$ cat src/rtl/pacman_pkg.sv
// Shared definitions for the pacman maze datapath: beam timing defaults,
// cell-byte field layout and the cell-query FSM encoding.
package pacman_pkg;

  localparam int unsigned FETCH_PHASE_DEF  = 12;
  localparam int unsigned LINE_FETCH_H_DEF = 784;
  localparam int unsigned ADDR_W_DEF       = 10;

  localparam int unsigned COORD_W = 10;
  localparam int unsigned CELL_W  = 5;
  localparam int unsigned PHASE_W = 4;
  localparam int unsigned BYTE_W  = 8;

  localparam int unsigned TYPE_LSB = 0;
  localparam int unsigned ROT_LSB  = 2;
  localparam int unsigned FIELD_W  = 2;

  typedef struct packed {
    logic [FIELD_W-1:0] rot;
    logic [FIELD_W-1:0] ttype;
  } tile_attr_t;

  typedef enum logic [1:0] {
    Q_IDLE = 2'd0,
    Q_ADDR = 2'd1,
    Q_WAIT = 2'd2,
    Q_ACK  = 2'd3
  } qstate_e;

  // Extract render attributes from the low nibble of a cell byte.
  function automatic tile_attr_t cell_attr(input logic [3:0] cell_lo);
    tile_attr_t a;
    a.ttype = cell_lo[TYPE_LSB +: FIELD_W];
    a.rot   = cell_lo[ROT_LSB +: FIELD_W];
    return a;
  endfunction

endpackage

$ cat src/rtl/tile_query_fsm.sv
// Low-priority maze-cell query engine; starts a RAM read only when the
// whole ADDR..ACK sequence stays clear of the render fetch windows.
module tile_query_fsm
  import pacman_pkg::*;
#(
  parameter int unsigned FETCH_PHASE  = FETCH_PHASE_DEF,
  parameter int unsigned LINE_FETCH_H = LINE_FETCH_H_DEF,
  parameter int unsigned ADDR_W       = ADDR_W_DEF
) (
  input  logic               clk_i,
  input  logic               clear_i,
  input  logic [COORD_W-1:0] hpos_i,
  input  logic               req_i,
  input  logic [CELL_W-1:0]  x_i,
  input  logic [CELL_W-1:0]  y_i,
  input  logic [BYTE_W-1:0]  ram_read_i,
  output logic               want_bus_c_o,
  output logic [ADDR_W-1:0]  addr_c_o,
  output logic               ack_o,
  output logic [BYTE_W-1:0]  data_o
);

  qstate_e             state_q, state_d;
  logic                cool_q;
  logic [BYTE_W-1:0]   data_q;
  logic [PHASE_W-1:0]  phase_c;
  logic                blocked_c;

  always_comb begin
    phase_c   = hpos_i[PHASE_W-1:0];
    blocked_c = 1'b0;
    if ((phase_c >= PHASE_W'(FETCH_PHASE - 2)) && (phase_c <= PHASE_W'(FETCH_PHASE + 1)))
      blocked_c = 1'b1;
    if ((hpos_i >= COORD_W'(LINE_FETCH_H - 2)) && (hpos_i <= COORD_W'(LINE_FETCH_H + 1)))
      blocked_c = 1'b1;
  end

  // cool_q keeps the first IDLE cycle after ACK from re-serving a held request.
  always_comb begin
    state_d      = state_q;
    want_bus_c_o = 1'b0;
    case (state_q)
      Q_IDLE: begin
        if (req_i && !blocked_c && !cool_q) begin
          state_d      = Q_ADDR;
          want_bus_c_o = 1'b1;
        end
      end
      Q_ADDR:  state_d = Q_WAIT;
      Q_WAIT:  state_d = Q_ACK;
      Q_ACK:   state_d = Q_IDLE;
      default: state_d = Q_IDLE;
    endcase
  end

  always_ff @(posedge clk_i) begin
    if (clear_i) begin
      state_q <= Q_IDLE;
      cool_q  <= 1'b0;
      data_q  <= '0;
    end else begin
      state_q <= state_d;
      cool_q  <= (state_q == Q_ACK);
      if (state_q == Q_WAIT) data_q <= ram_read_i;
    end
  end

  assign addr_c_o = ADDR_W'({y_i, x_i});
  assign ack_o    = (state_q == Q_ACK);
  assign data_o   = data_q;

endmodule

$ cat src/rtl/tilemap_reader.sv
// Beam-aligned tile prefetch from the 32x32 maze RAM with double-buffered
// cell attributes, sharing the RAM port with a low-priority cell query.
module tilemap_reader
  import pacman_pkg::*;
#(
  parameter int unsigned FETCH_PHASE  = FETCH_PHASE_DEF,
  parameter int unsigned LINE_FETCH_H = LINE_FETCH_H_DEF,
  parameter int unsigned ADDR_W       = ADDR_W_DEF
) (
  input  logic               clk,
  input  logic               reset,
  input  logic               enable,
  input  logic [COORD_W-1:0] hpos,
  input  logic [COORD_W-1:0] vpos,
  output logic [ADDR_W-1:0]  ram_addr,
  input  logic [BYTE_W-1:0]  ram_read,
  output logic [1:0]         tile_type,
  output logic [1:0]         rotation,
  output logic [2:0]         xofs,
  output logic [2:0]         yofs,
  input  logic               query_req,
  input  logic [CELL_W-1:0]  query_x,
  input  logic [CELL_W-1:0]  query_y,
  output logic               query_ack,
  output logic [BYTE_W-1:0]  query_data
);

  logic              clear_c;
  logic              line_pre_c, cell_pre_c, render_pre_c, swap_c;
  logic [CELL_W-1:0] next_row_c, next_col_c;
  logic [ADDR_W-1:0] render_addr_c, ram_addr_d, ram_addr_q, q_addr_c;
  logic              q_want_c;
  logic              issue_q, lat_q, nvalid_q;
  tile_attr_t        next_tile_q, cur_tile_q;

  assign clear_c = reset | ~enable;

  // The address register is loaded one cycle ahead so ram_addr carries the
  // fetch address during the issue cycle itself. Fetches beyond the 32-cell
  // map (hpos >= 512) are suppressed so they cannot overwrite the line fetch.
  always_comb begin
    line_pre_c   = (hpos == COORD_W'(LINE_FETCH_H - 1));
    cell_pre_c   = !hpos[9] && (hpos[PHASE_W-1:0] == PHASE_W'(FETCH_PHASE - 1));
    render_pre_c = line_pre_c | cell_pre_c;
    next_row_c   = CELL_W'((vpos + COORD_W'(1)) >> 4);
    next_col_c   = CELL_W'(hpos[8:4] + CELL_W'(1));
    swap_c       = (hpos[PHASE_W-1:0] == PHASE_W'(15));
    if (line_pre_c) render_addr_c = ADDR_W'({next_row_c, CELL_W'(0)});
    else            render_addr_c = ADDR_W'({vpos[8:4], next_col_c});
  end

  always_comb begin
    ram_addr_d = ram_addr_q;
    if (render_pre_c)  ram_addr_d = render_addr_c;
    else if (q_want_c) ram_addr_d = q_addr_c;
  end

  always_ff @(posedge clk) begin
    if (clear_c) begin
      ram_addr_q  <= '0;
      issue_q     <= 1'b0;
      lat_q       <= 1'b0;
      nvalid_q    <= 1'b0;
      next_tile_q <= '0;
      cur_tile_q  <= '0;
    end else begin
      ram_addr_q <= ram_addr_d;
      issue_q    <= render_pre_c;
      lat_q      <= issue_q;
      if (lat_q) begin
        next_tile_q <= cell_attr(ram_read[3:0]);
        nvalid_q    <= 1'b1;
      end
      if (swap_c && nvalid_q) cur_tile_q <= next_tile_q;
    end
  end

  tile_query_fsm #(
    .FETCH_PHASE  (FETCH_PHASE),
    .LINE_FETCH_H (LINE_FETCH_H),
    .ADDR_W       (ADDR_W)
  ) u_query (
    .clk_i        (clk),
    .clear_i      (clear_c),
    .hpos_i       (hpos),
    .req_i        (query_req),
    .x_i          (query_x),
    .y_i          (query_y),
    .ram_read_i   (ram_read),
    .want_bus_c_o (q_want_c),
    .addr_c_o     (q_addr_c),
    .ack_o        (query_ack),
    .data_o       (query_data)
  );

  assign ram_addr  = ram_addr_q;
  assign tile_type = cur_tile_q.ttype;
  assign rotation  = cur_tile_q.rot;
  assign xofs      = hpos[3:1];
  assign yofs      = vpos[3:1];

endmodule
$ cat config.mk
export PLATFORM = sky130hd
export DESIGN_NAME = tilemap_reader
export DESIGN_NICKNAME = d
export VERILOG_FILES = /design/src/rtl/pacman_pkg.sv /design/src/rtl/tile_query_fsm.sv /design/src/rtl/tilemap_reader.sv
export SDC_FILE = /design/constraint.sdc
export NUM_CORES = 1
export LEC_CHECK = 0
export CORE_MARGIN = 2
export CORE_UTILIZATION = 43
export CTS_CLUSTER_DIAMETER = 200
export CTS_CLUSTER_SIZE = 8
export DETAILED_ROUTE_END_ITERATION = 16
export PLACE_DENSITY = 0.8
export SLEW_MARGIN = 15
export SYNTH_ARGS = -nofsm -noshare
export SYNTH_HDL_FRONTEND = slang
export SYNTH_HIERARCHICAL = 1
export SYNTH_SLANG_ARGS = --single-unit
$ cat constraint.sdc
create_clock -name clk -period 3.5 [get_ports clk]
set_clock_uncertainty 0.15 [all_clocks]
set_input_delay 1.05 -clock clk [delete_from_list [all_inputs] [get_ports clk]]
set_output_delay 1.05 -clock clk [all_outputs]
set_load 0.005 [all_outputs]
==> run_results.csv <==
group,metric,value,unit
outcome,status,"finished, final reports clean",
clock_network,cts_resized,0,
floorplan,die_w,67.1,um
sta,tns,0,ps
power,vdd.ir_drop.worst,0.251,mV
flow_run,maxCapViolCount,0,
place,post-place-cells,298,
floorplan,start_util,45.7,%
synthesis,yosysWarnings,6,
clock_network,clock_latency,290,ps
sta,maxSlewViolCount,0,
clock_network,htree_levels,2,
sta,fmax,295,MHz
power,powerDensity,340,nW/um2
sta,timing_hold_violations_final,0,
finish,drive_above_1_share,12.8,%
finish,antenna-diode-count,0,
synthesis,synth_area,1710,um2
floorplan,core-area,3740,um2
clock_network,cts_tree,"built",
sta,setup_violations,0,
drt,drtAntennaViolNets,0,
drt,drc,0,
setup_path,critPathCaptureType,"output pin",
synthesis,ys_types,46,
synthesis,synth_seq_cells,32,
place,place_ws,-89.5,ps
place,port_buffers,69,
setup_path,required,2300,ps
setup_path,path_class,"primary input to output pin",
synthesis,postSynthAreaPerCell,9.20,um2
setup_path,cp_max_fo,6,
sta,slew_headroom,43.3,%
synthesis,syn_nets,233,
sta,rsz0062_at_grt,"false",
sta,period_minus_slack,3390,ps
synthesis,yosysTopAreaCellShare,37.4,%
sta,finalWorstSetupSlack,114,ps
synthesis,yosys.area.top_type,"dfxtp_1",
drt,vias,1576,
synthesis,synth.yosys.seq_area_share,37.4,%
setup_path,cp_common_cell,"clkdlybuf4s50_1",
floorplan,dieArea,4500,um2
setup_path,slowest_delay,500,ps
setup_path,worst_ep_arrival_time,2190,ps
synthesis,syn_inst,186,
global_routing,grt-ovfl-total,0,
global_routing,grt_pass1_wl,6780,um
clock_network,clk_path_buf_depth,2,
setup_path,crit_buf_inv,3,
synthesis,synthArstFlopShare,0,%
drt,routed_wl,4150,um
setup_path,start_kind,"primary input",
global_routing,grt_pass1_vias,1537,
drt,post_drt_wl_per_cell,13.5,um
drt,dr.pass1.iters,4,
floorplan,fp.dieH,67.1,um
worst_hold_path,hold_path.class,"flip-flop to flip-flop",
clock_network,clock_sinks,32,
synthesis,synth_ff_type,"dfxtp_1",
place,dp_hpwl,3250,um
synthesis,synth-edff-count,0,
power,leakage,0.984,nW
setup_path,critical-path-top-delay-family,"buffers and inverters",
setup_path,crit_chain,"clkdlybuf4s50_1, buf_4, clkdlybuf4s50_1",
floorplan,io_pins,71,
global_routing,antenna_found_initial,0,
sta,period_share,96.8,%
finish,nNetsFinal,304,
finish,instances_no_fill,306,
clock_network,cts_setup_buffers,0,
drt,viasPerCell,5.15,
clock_network,hold_buffers,0,
floorplan,row_count,22,
synthesis,ys_top_cells_by_area,"dfxtp_1, mux2i_1, buf_4, nor2_1, ha_1",
global_routing,grt_max_degree,28,
finish,area_delta_synth_final,49.3,%
clock_network,cts-root-buf,"clkbuf_8",
place,gp_congestion,0.794,
sta,worst_pin_slew,847,ps
clock_network,clkTransAtPathRegs,60,ps
drt,drt_iter0_markers,77,
clock_network,cts_buffers,5,
global_routing,grt_usage,20.1,%
setup_path,slowest_stage,"clkdlybuf4s50_1",
==> flip-flops by register name, indices dropped and copies added (netlist names) <==
name	flops
nvalid_q	1
tile_type	2
ram_addr	10
u_query/cool_q	1
issue_q	1
u_query/data_o	8
lat_q	1
rotation	2
next_tile_q	4
u_query/state_q	2
==> final timing paths <==
path	startpoint	slack (ps)	end	cells after the start
worst max register to register	u_query/state_q[0]	1290	ram_addr[5]	7
worst max-delay path	hpos[2]	110	xofs[1]	3
worst min-delay path	issue_q	280	lat_q	1
worst min register to register	issue_q	280	lat_q	1
==> cell usage after synthesis (2+ instances only) <==
cell type and count:
a2111oi_0 2, a211oi_1 6, a21oi_1 2, a31oi_1 3, and2_1 2, and3_1 3
buf_4 16, clkbuf_1 6, dfxtp_1 32, ha_1 5, inv_1 7, mux2i_1 20
nand2_1 5, nand2b_1 2, nand3_1 5, nand4_1 3, nor2_1 24, nor2b_1 4
nor3b_1 2, nor4_1 5, o21ai_0 3, or3_1 2, xnor2_1 4
==> metrics by stage <==
stage	util [%]	power, mW	hold slack, ps	cell area [um2]
6_report	68.2	0.869	284	2550
3_5_place_dp	65.4	0.528	273	2450
5_1_grt	68.2	0.905	294	2550
4_1_cts	68.2	0.877	291	2550
2_1_floorplan	-	0.445	256	1710
3_3_place_gp	65.4	0.526	265	2450
==> per-layer routing <==
metal	vias to the layer above	global-route usage [%]	wire (um)
met3	12	5.74	228
met5	-	0	0
met1	727	23.4	1810
met2	43	33.5	1990
met4	0	9.95	123
li1	794	-	-
==> power by group <==
part,switching [mW],internal [mW],total [mW]
sequential,0.00299,0.370,0.373
clock,0.137,0.211,0.348
combinational,0.0557,0.0915,0.147
total,0.196,0.673,0.869
==> final cells by class <==
type	count	area [um2]
timing repair buffer	88	833
multi-input combinational	122	883
clock buffer	6	72.6
clock inverter	2	35.0
sequential	32	641
fill	322	1190
tap	48	60.1
inverter	8	30.0
==> kinds of logic after synthesis <==
family	share of synthesized area (%)
compound gates	12.9
xor+xnor	2.05
fa+ha+maj	3.65
buf+inv	11.0
flops	37.4
mux	12.4
simple gates	20.7
==> cell usage in the layout, fill, tap and decap left out, types with 3 or more instances in the layout <==
| master | synthesis | layout |
|---|---|---|
| clkdlybuf4s50_1 | 0 | 69 |
| clkbuf_8 | 0 | 5 |
| dfxtp_1 | 32 | 32 |
| nand3_1 | 5 | 5 |
| nand2_1 | 5 | 5 |
| nand4_1 | 3 | 3 |
| nor2_1 | 24 | 24 |
| nor4_1 | 5 | 5 |
| buf_4 | 16 | 19 |
| a211oi_1 | 6 | 6 |
| inv_1 | 7 | 7 |
| a31oi_1 | 3 | 3 |
| xnor2_1 | 4 | 4 |
| ha_1 | 5 | 5 |
| and3_1 | 3 | 3 |
| nor2b_1 | 4 | 4 |
| o21ai_0 | 3 | 3 |
| mux2i_1 | 20 | 20 |
(Power assumes the default switching activity.)
